--- src/rtl/tc_share_arb.sv ---
// Round-robin arbiter time-sharing one W-bit two's-complement negate unit among NREQ requesters.
// Define TC_OVF_FLAG_EN to add the rsp_ovf output, which flags negation of the most-negative operand.
module tc_share_arb #(
   parameter int NREQ = 4,
   parameter int W    = 25,
   parameter int IDW  = $clog2(NREQ)
) (
   input  logic              clk,
   input  logic              rst_n,
   input  logic [NREQ-1:0]   req_valid,
   output logic [NREQ-1:0]   req_ready,
   input  logic [NREQ*W-1:0] req_data,
   output logic              rsp_valid,
   input  logic              rsp_ready,
   output logic [W-1:0]      rsp_data,
   output logic [IDW-1:0]    rsp_id,
`ifdef TC_OVF_FLAG_EN
   output logic              rsp_ovf,
`endif
   output logic              busy
);
   typedef enum logic {EMPTY = 1'b0, FULL = 1'b1} state_t;

   localparam logic [IDW:0]   NREQ_W  = (IDW+1)'(NREQ);
   localparam logic [IDW-1:0] LAST_ID = IDW'(NREQ-1);

   state_t         r_state;
   state_t         w_state_next;
   logic [IDW-1:0] r_ptr;
   logic [IDW-1:0] r_id;
   logic [W-1:0]   r_data;

   logic [W-1:0]   w_ops [NREQ];
   logic [IDW-1:0] w_idx [NREQ];
   logic [IDW-1:0] w_gidx;
   logic [IDW-1:0] w_ptr_next;
   logic           w_found;
   logic           w_space;
   logic           w_accept;
   logic [W-1:0]   w_opnd;
   logic [W-1:0]   w_neg;

   // w_idx[k] is the requester examined k-th in the rotation starting at r_ptr.
   generate
      for (genvar gi = 0; gi < NREQ; gi++) begin : g_req
         logic [IDW:0] w_sum;
         assign w_ops[gi]     = req_data[gi*W +: W];
         assign w_sum         = {1'b0, r_ptr} + (IDW+1)'(gi);
         assign w_idx[gi]     = (w_sum >= NREQ_W) ? IDW'(w_sum - NREQ_W) : w_sum[IDW-1:0];
         assign req_ready[gi] = w_accept && (w_gidx == IDW'(gi));
      end
   endgenerate

   always_comb begin
      w_found = 1'b0;
      w_gidx  = '0;
      for (int k = 0; k < NREQ; k++) begin
         if (!w_found && req_valid[w_idx[k]]) begin
            w_found = 1'b1;
            w_gidx  = w_idx[k];
         end
      end
   end

   // Gating with rst_n keeps every grant low while reset is held.
   assign w_space    = (r_state == EMPTY) || rsp_ready;
   assign w_accept   = rst_n && w_space && w_found;
   assign w_opnd     = w_ops[w_gidx];
   assign w_neg      = ~w_opnd + W'(1);
   assign w_ptr_next = (w_gidx == LAST_ID) ? '0 : w_gidx + IDW'(1);

   always_comb begin
      w_state_next = r_state;
      case (r_state)
         EMPTY:   if (w_accept) w_state_next = FULL;
         FULL:    if (!w_accept && rsp_ready) w_state_next = EMPTY;
         default: w_state_next = EMPTY;
      endcase
   end

   always_ff @(posedge clk or negedge rst_n) begin
      if (!rst_n) begin
         r_state <= EMPTY;
         r_ptr   <= '0;
         r_id    <= '0;
         r_data  <= '0;
      end else begin
         r_state <= w_state_next;
         if (w_accept) begin
            r_data <= w_neg;
            r_id   <= w_gidx;
            r_ptr  <= w_ptr_next;
         end
      end
   end

`ifdef TC_OVF_FLAG_EN
   localparam logic [W-1:0] MOST_NEG = {1'b1, {(W-1){1'b0}}};
   logic r_ovf;

   always_ff @(posedge clk or negedge rst_n) begin
      if (!rst_n) begin
         r_ovf <= 1'b0;
      end else if (w_accept) begin
         r_ovf <= (w_opnd == MOST_NEG);
      end
   end

   assign rsp_ovf = r_ovf;
`endif

   assign rsp_valid = (r_state == FULL);
   assign rsp_data  = r_data;
   assign rsp_id    = r_id;
   assign busy      = (r_state == FULL) || (|req_valid);

endmodule

--- config.mk ---
export PLATFORM = sky130hd
export DESIGN_NAME = tc_share_arb
export DESIGN_NICKNAME = d
export VERILOG_FILES = /design/src/rtl/tc_share_arb.sv
export SDC_FILE = /design/constraint.sdc
export NUM_CORES = 1
export LEC_CHECK = 0
export CORE_UTILIZATION = 40
export CTS_CLUSTER_DIAMETER = 30
export DETAILED_ROUTE_END_ITERATION = 7
export GPL_ROUTABILITY_DRIVEN = 0
export HOLD_SLACK_MARGIN = 0.12
export PLACE_DENSITY = 0.88
export SETUP_SLACK_MARGIN = 0.1
export SYNTH_ARGS = -nofsm -noshare
export SYNTH_HDL_FRONTEND = slang
export SYNTH_SLANG_ARGS = --single-unit
--- constraint.sdc ---
create_clock -name clk -period 3.3 [get_ports clk]
set_clock_uncertainty 0.15 [all_clocks]
set_input_delay 0.66 -clock clk [delete_from_list [all_inputs] [get_ports clk]]
set_output_delay 0.66 -clock clk [all_outputs]
set_load 0.03 [all_outputs]
# Word-level counts from Yosys, hierarchy flattened
# Cells that the tools add are included.
# word_totals
wordCells,73
out_inout_bits,33
ff_bits,30
in_bits,107
# op_classes
magnitude_cmp,9
reduce_logical,18
bitwise,3
n_eq_ne,3
add_sub_neg,9
n_mux,27
# ops
cell,count
25-bit binary-select mux with 2-bit select,1
25-bit two-way mux,2
25-bit by 1-bit adder with 25-bit output (second input constant),1
25-bit NOT,1
2-bit two-way mux,9
3-bit greater-or-equal comparator (second input constant),4
2-bit by 3-bit < comparator with 1-bit output (second input constant),4
1-bit logical AND,10
1-bit two-way mux,10
1-bit binary-select mux with 2-bit select,4
2-bit by 1-bit subtractor with 2-bit output (second input constant),4
2-bit by 2-bit adder with 3-bit output (second input constant),2
2-bit == test (second input constant),2
1-bit zero test,4
4-bit OR reduction,1
2-bit by 1-bit adder with 3-bit output (second input constant),1
2-bit by 3-bit greater-or-equal comparator with 1-bit output (second input constant),1
2-bit NOT with 3-bit output,1
2-bit by 1-bit adder with 2-bit output (second input constant),1
2-bit by 1-bit == test with 1-bit output (second input constant),1
2-bit zero test,1
1-bit logical OR,2
1-bit one-hot mux with 2 select lines,1
1-bit NOT,1

# Depth between registers and ports, before layout
# logic_depth
depth_word,20
depth_mapped,14
depth_no_buf,12

# Worst setup path before layout
# OpenSTA, ideal clock, no wires.
# synth_timing
path_type,input -> output
startpoint,in req_valid[3]
endpoint,out req_ready[1]
t_arrival_ps,2455
path_slack_ps,35
path_stages,9
required_time_ps,2490
path_buffers,2
path_cell_list,nand2b_1 a211oi_1 nor2_4 inv_2 buf_2 buf_2 ha_1 inv_1 nor2_1
# synth_via
elab_chain_cells,14
word_cells_on_any_way,25
classes_between,1 x eq/ne; 16 x mux; 8 x reduce/logical
# synth_rtl
element,line_no,text
from (decl),10,"input logic [NREQ-1:0] req_valid,"
1-bit binary-select mux with 2-bit select,58,if (!w_found && req_valid[w_idx[k]]) begin
1-bit two-way mux (not written as such),58,
1-bit two-way mux,58,
1-bit zero test,58,
1-bit logical AND,58,
1-bit two-way mux,58,
1-bit zero test,58,
1-bit logical AND,58,
1-bit two-way mux,58,
1-bit zero test,58,
1-bit logical AND,58,
2-bit two-way mux *,58,
net w_gidx[1],35,logic [IDW-1:0] w_gidx;
2-bit by 1-bit == test with 1-bit output *,50,assign req_ready[gi] = w_accept && (w_gidx == IDW'(gi));
1-bit logical AND *,50,
to (decl),11,"output logic [NREQ-1:0] req_ready,"
# Mark *: on every way through the listed nets, which the timed path passes. The rest lies on a longest branch. The select of a mux whose other input is x is not followed.

# Final worst setup path
# layout_timing
startpoint,in req_valid[3]
endpoint,"reg r_data[11], in the netlist rsp_data[11]"
# layout_via
elab_chain_cells,18
word_cells_on_any_way,29
classes_between,1 x add/sub; 19 x mux; 2 x bitwise; 7 x reduce/logical
# layout_rtl
element,line_no,text
1-bit binary-select mux with 2-bit select,58,
1-bit two-way mux (not written as such),58,
1-bit two-way mux,58,
1-bit zero test,58,
1-bit logical AND,58,
1-bit two-way mux,58,
1-bit zero test,58,
1-bit logical AND,58,
1-bit two-way mux,58,
1-bit zero test,58,
1-bit logical AND,58,
2-bit two-way mux,58,
2-bit NOT with 3-bit output (not written as such),68,assign w_opnd = w_ops[w_gidx];
25-bit binary-select mux with 2-bit select,68,
25-bit two-way mux (not written as such) (2 in a row),68,
25-bit NOT,69,assign w_neg = ~w_opnd + W'(1);
25-bit by 1-bit adder with 25-bit output,69,
to (signal assigned),90,r_data <= w_neg;
to (decl),31,logic [W-1:0] r_data;
# Several ways; a longest one is shown, not always the timed one. The select of a mux whose other input is x is not followed.
# A chain may end at the register's enable or synchronous reset.

==> results.json <==
{
  "final.setup.worst_slack_ns": -0.0629,
  "setup.worst_path.class": "primary input to flop",
  "relSlewSlack_pct": 59.7,
  "p_leak_nw": 2.22,
  "cts-root-buf": "sky130_fd_sc_hd__clkbuf_8",
  "post-route-drc-count": 0,
  "yosys-top-cells-count": "sky130_fd_sc_hd__nand2_1 (46), sky130_fd_sc_hd__and3_1 (34), sky130_fd_sc_hd__o21ai_0 (33)",
  "portBuffers": 139,
  "first_iter_violations": 363,
  "timing_max_transition_violations_final": 0,
  "areaGrowthSynthToFinish_pct": 92.2,
  "dominantRegCellSynth": "sky130_fd_sc_hd__dfrtp_1",
  "synth.yosys.seq_area_share_pct": 27.2,
  "gr-usage-met3_pct": 6.91,
  "cts.reportedPaths.clkPinSlew_ns": 0.07,
  "mappedNetlistNets": 465,
  "hold_buffer_count_at_cts": 0,
  "design.portCount": 140,
  "grt_overflow_total": 0,
  "worstSetupEndpointType": "flop",
  "crit_path_start": "req_valid[3]",
  "max_freq_mhz": 297,
  "fin_crit_sh_pct": 102,
  "grt_start_max_net_pins": 52,
  "status": "finished, violations left",
  "setup_viol": 2,
  "ff2ff_path_depth": 12,
  "synth.ff_latch_count": 30,
  "cts_tree": "yes",
  "unrepaired_setup_endpoints_after_global_routing": "true",
  "crit_end": "rsp_data[11]",
  "syn-instance-count": 353,
  "timing.critical_path.arrival_ns": 3.42,
  "grt.met2_usage_pct": 51.8,
  "die_area_um2": 7230,
  "initial_utilization_pct": 42.5,
  "global_route.peak_usage_layer": "met2",
  "cts_buffer_depth": 2,
  "pre_cts_ws_ns": -0.519,
  "detailedPlacementHpwl_mm": 7.74,
  "r2r_start": "r_ptr[1]",
  "ys.warnings.count": 0,
  "core_um2": 6490,
  "synth_top_cells_by_area": "sky130_fd_sc_hd__dfrtp_1 (27%), sky130_fd_sc_hd__a211oi_1 (8.4%), sky130_fd_sc_hd__and3_1 (7.7%)",
  "cp_cell_sequence": "dlygate4sd2_1 -> nand2b_4 -> a211o_4 -> buf_4 -> and3_1 -> a211oi_2 -> or2_4 -> nand4_4 -> nor3_1 -> xnor2_1 -> o21ai_0",
  "antenna_violations_before_repair": 0,
  "setup.worst_path.start_class": "primary input",
  "yosys.area.top_type": "sky130_fd_sc_hd__dfrtp_1",
  "std_cell_rows": 29,
  "r2r_end": "rsp_data[11]",
  "first_pass_grt_wire_length_mm": 17.5,
  "post_route_cells_drive_above_1_share_pct": 31.4,
  "period_needed_ns": 3.36,
  "numCtsBuffers": 5,
  "grt.met1_usage_pct": 37.9,
  "grt.total_usage_pct": 31.3,
  "firstDrtPassIters": 5,
  "first_global_vias": 3586,
  "synthesis.area_per_instance_um2": 7.82,
  "clock_sinks": 30,
  "largest_voltage_drop_on_the_vdd_net_mv": 0.466,
  "viasPerCell": 6.20,
  "synth.top_cell.area_share_pct": 27.2,
  "cap_viol_max_count": 0,
  "worstPathMaxFanout": 9,
  "finalHoldViolations": 0,
  "num_antenna_cells": 0,
  "holdCritPathClass": "flop to flop",
  "mappedNetlistArea_um2": 2760,
  "final_wl_mm": 13.1,
  "nNetsFinal": 658,
  "synthMostInstantiatedCell": "sky130_fd_sc_hd__nand2_1",
  "clk_latency_ns": 0.30,
  "worstPathRequired_ns": 3.36,
  "die_height_um": 85.1,
  "tightestPinTransition_ns": 0.599,
  "ys_types": 48,
  "ant_nets": 0,
  "power.density_cell_area_nw_per_um2": 797,
  "wire_per_inst_um": 21.1,
  "critPathMaxStageDelay_ns": 0.55,
  "p_total_mw": 4.23,
  "number_of_enable_flip_flop_cells_after_synthesis": 0,
  "cp_slowest_cell": "sky130_fd_sc_hd__nor3_1",
  "total_vias_in_the_final_route": 3866,
  "violations": "setup timing",
  "clock_tree.htree_level_count": 2,
  "die_w_um": 85.1,
  "rrSetupSlack_ns": -0.01,
  "postSynth.asyncResetShare_pct": 100
}
-- placed cells by master, fill, tap and decap left out, drive strengths merged, types with 3 or more instances in the layout --
cell	count
xor2	10
nand3	29
a211oi	32
nor3	4
dfrtp	30
clkbuf	9
or2	13
dlygate4sd2	4
xnor2	10
nor4	6
inv	6
ha	5
mux2i	3
mux2	4
and2	5
buf	76
clkdlybuf4s50	130
a22oi	3
nand2b	4
o21ai	36
and3	34
nor3b	3
nor2	15
nand2	46
nand4	6
o22a	6
-- kinds of logic after synthesis --
group | after synthesis | share of synthesized area (%)
AOI/OAI and AO/OA | 89 | 21.9
xor gates and xnor gates | 20 | 6.35
adders and majority gates | 5 | 2.27
buffers and inverters | 34 | 5.53
DFF | 30 | 27.2
muxes | 7 | 2.72
and+or+nand+nor | 168 | 34.0
-- worst max-delay path, delay by kind of cell --
family                    cells  cell delay [ns]
buffers and inverters         2             0.45
xor gates and xnor gates      1             0.16
AOI/OAI and AO/OA             3             0.84
and+or+nand+nor               5             1.29
-- registers in the layout, summed over array words and instances, names as in the netlist --
signal,cells
rsp_valid,1
rsp_data,25
rsp_id,2
r_ptr,2
-- metal layers --
| layer | routed length, um | share of wire (%) |
|---|---|---|
| met1 | 4860 | 37 |
| met4 | 851 | 6.5 |
| met3 | 1320 | 10 |
| met5 | 0 | 0 |
| met2 | 6110 | 47 |
-- report_power, final --
part / leakage [nW] / internal (mW) / switching (mW)
logic: 1.80 / 1.47 / 1.73
clock network: 0.0575 / 0.211 / 0.155
registers: 0.364 / 0.526 / 0.132
-- metrics by stage --
stage          TNS [ns]  utilization (%)  cell area, um^2  instances  hold slack [ns]
4_1_cts               0             77.5             5030        617            0.334
2_1_floorplan         0                -             2760        353            0.214
5_1_grt          -0.686             81.7             5300        624            0.355
6_report        -0.0833             81.7             5300        624            0.329
3_5_place_dp      -8.06             70.9             4600        600            0.321
3_3_place_gp      -5.94             70.9             4600        600            0.310
-- final cells by class --
type                            instances  area [um^2]
Clock buffer                            8          110
Fill cell                             325         1190
Inverter                                6         30.0
Multi-Input combinational cell        292         2320
Sequential cell                        30          752
Tap cell                               77         96.3
Timing Repair Buffer                  211         1990
-- worst min path at each step --
stage | to | slack, ns | depth (start not counted) | start
floorplan | r_ptr[0] | 0.21 | 0 | rst_n
global placement | rsp_data[20] | 0.31 | 2 | rsp_data[20]
detailed placement | rsp_data[24] | 0.32 | 2 | rsp_data[24]
CTS | rsp_data[24] | 0.33 | 2 | rsp_data[24]
global route | rsp_data[24] | 0.35 | 2 | rsp_data[24]
finish | rsp_data[24] | 0.33 | 2 | rsp_data[24]
-- timing repair --
item | CTS | global route
pin swaps | 22 | 24
setup buffers | 7 | 6
setup endpoints to repair | 23 | 19
cloned | 2 | 1
resized for setup | 57 | 40
No activity file was read; power rests on OpenSTA's default activity.
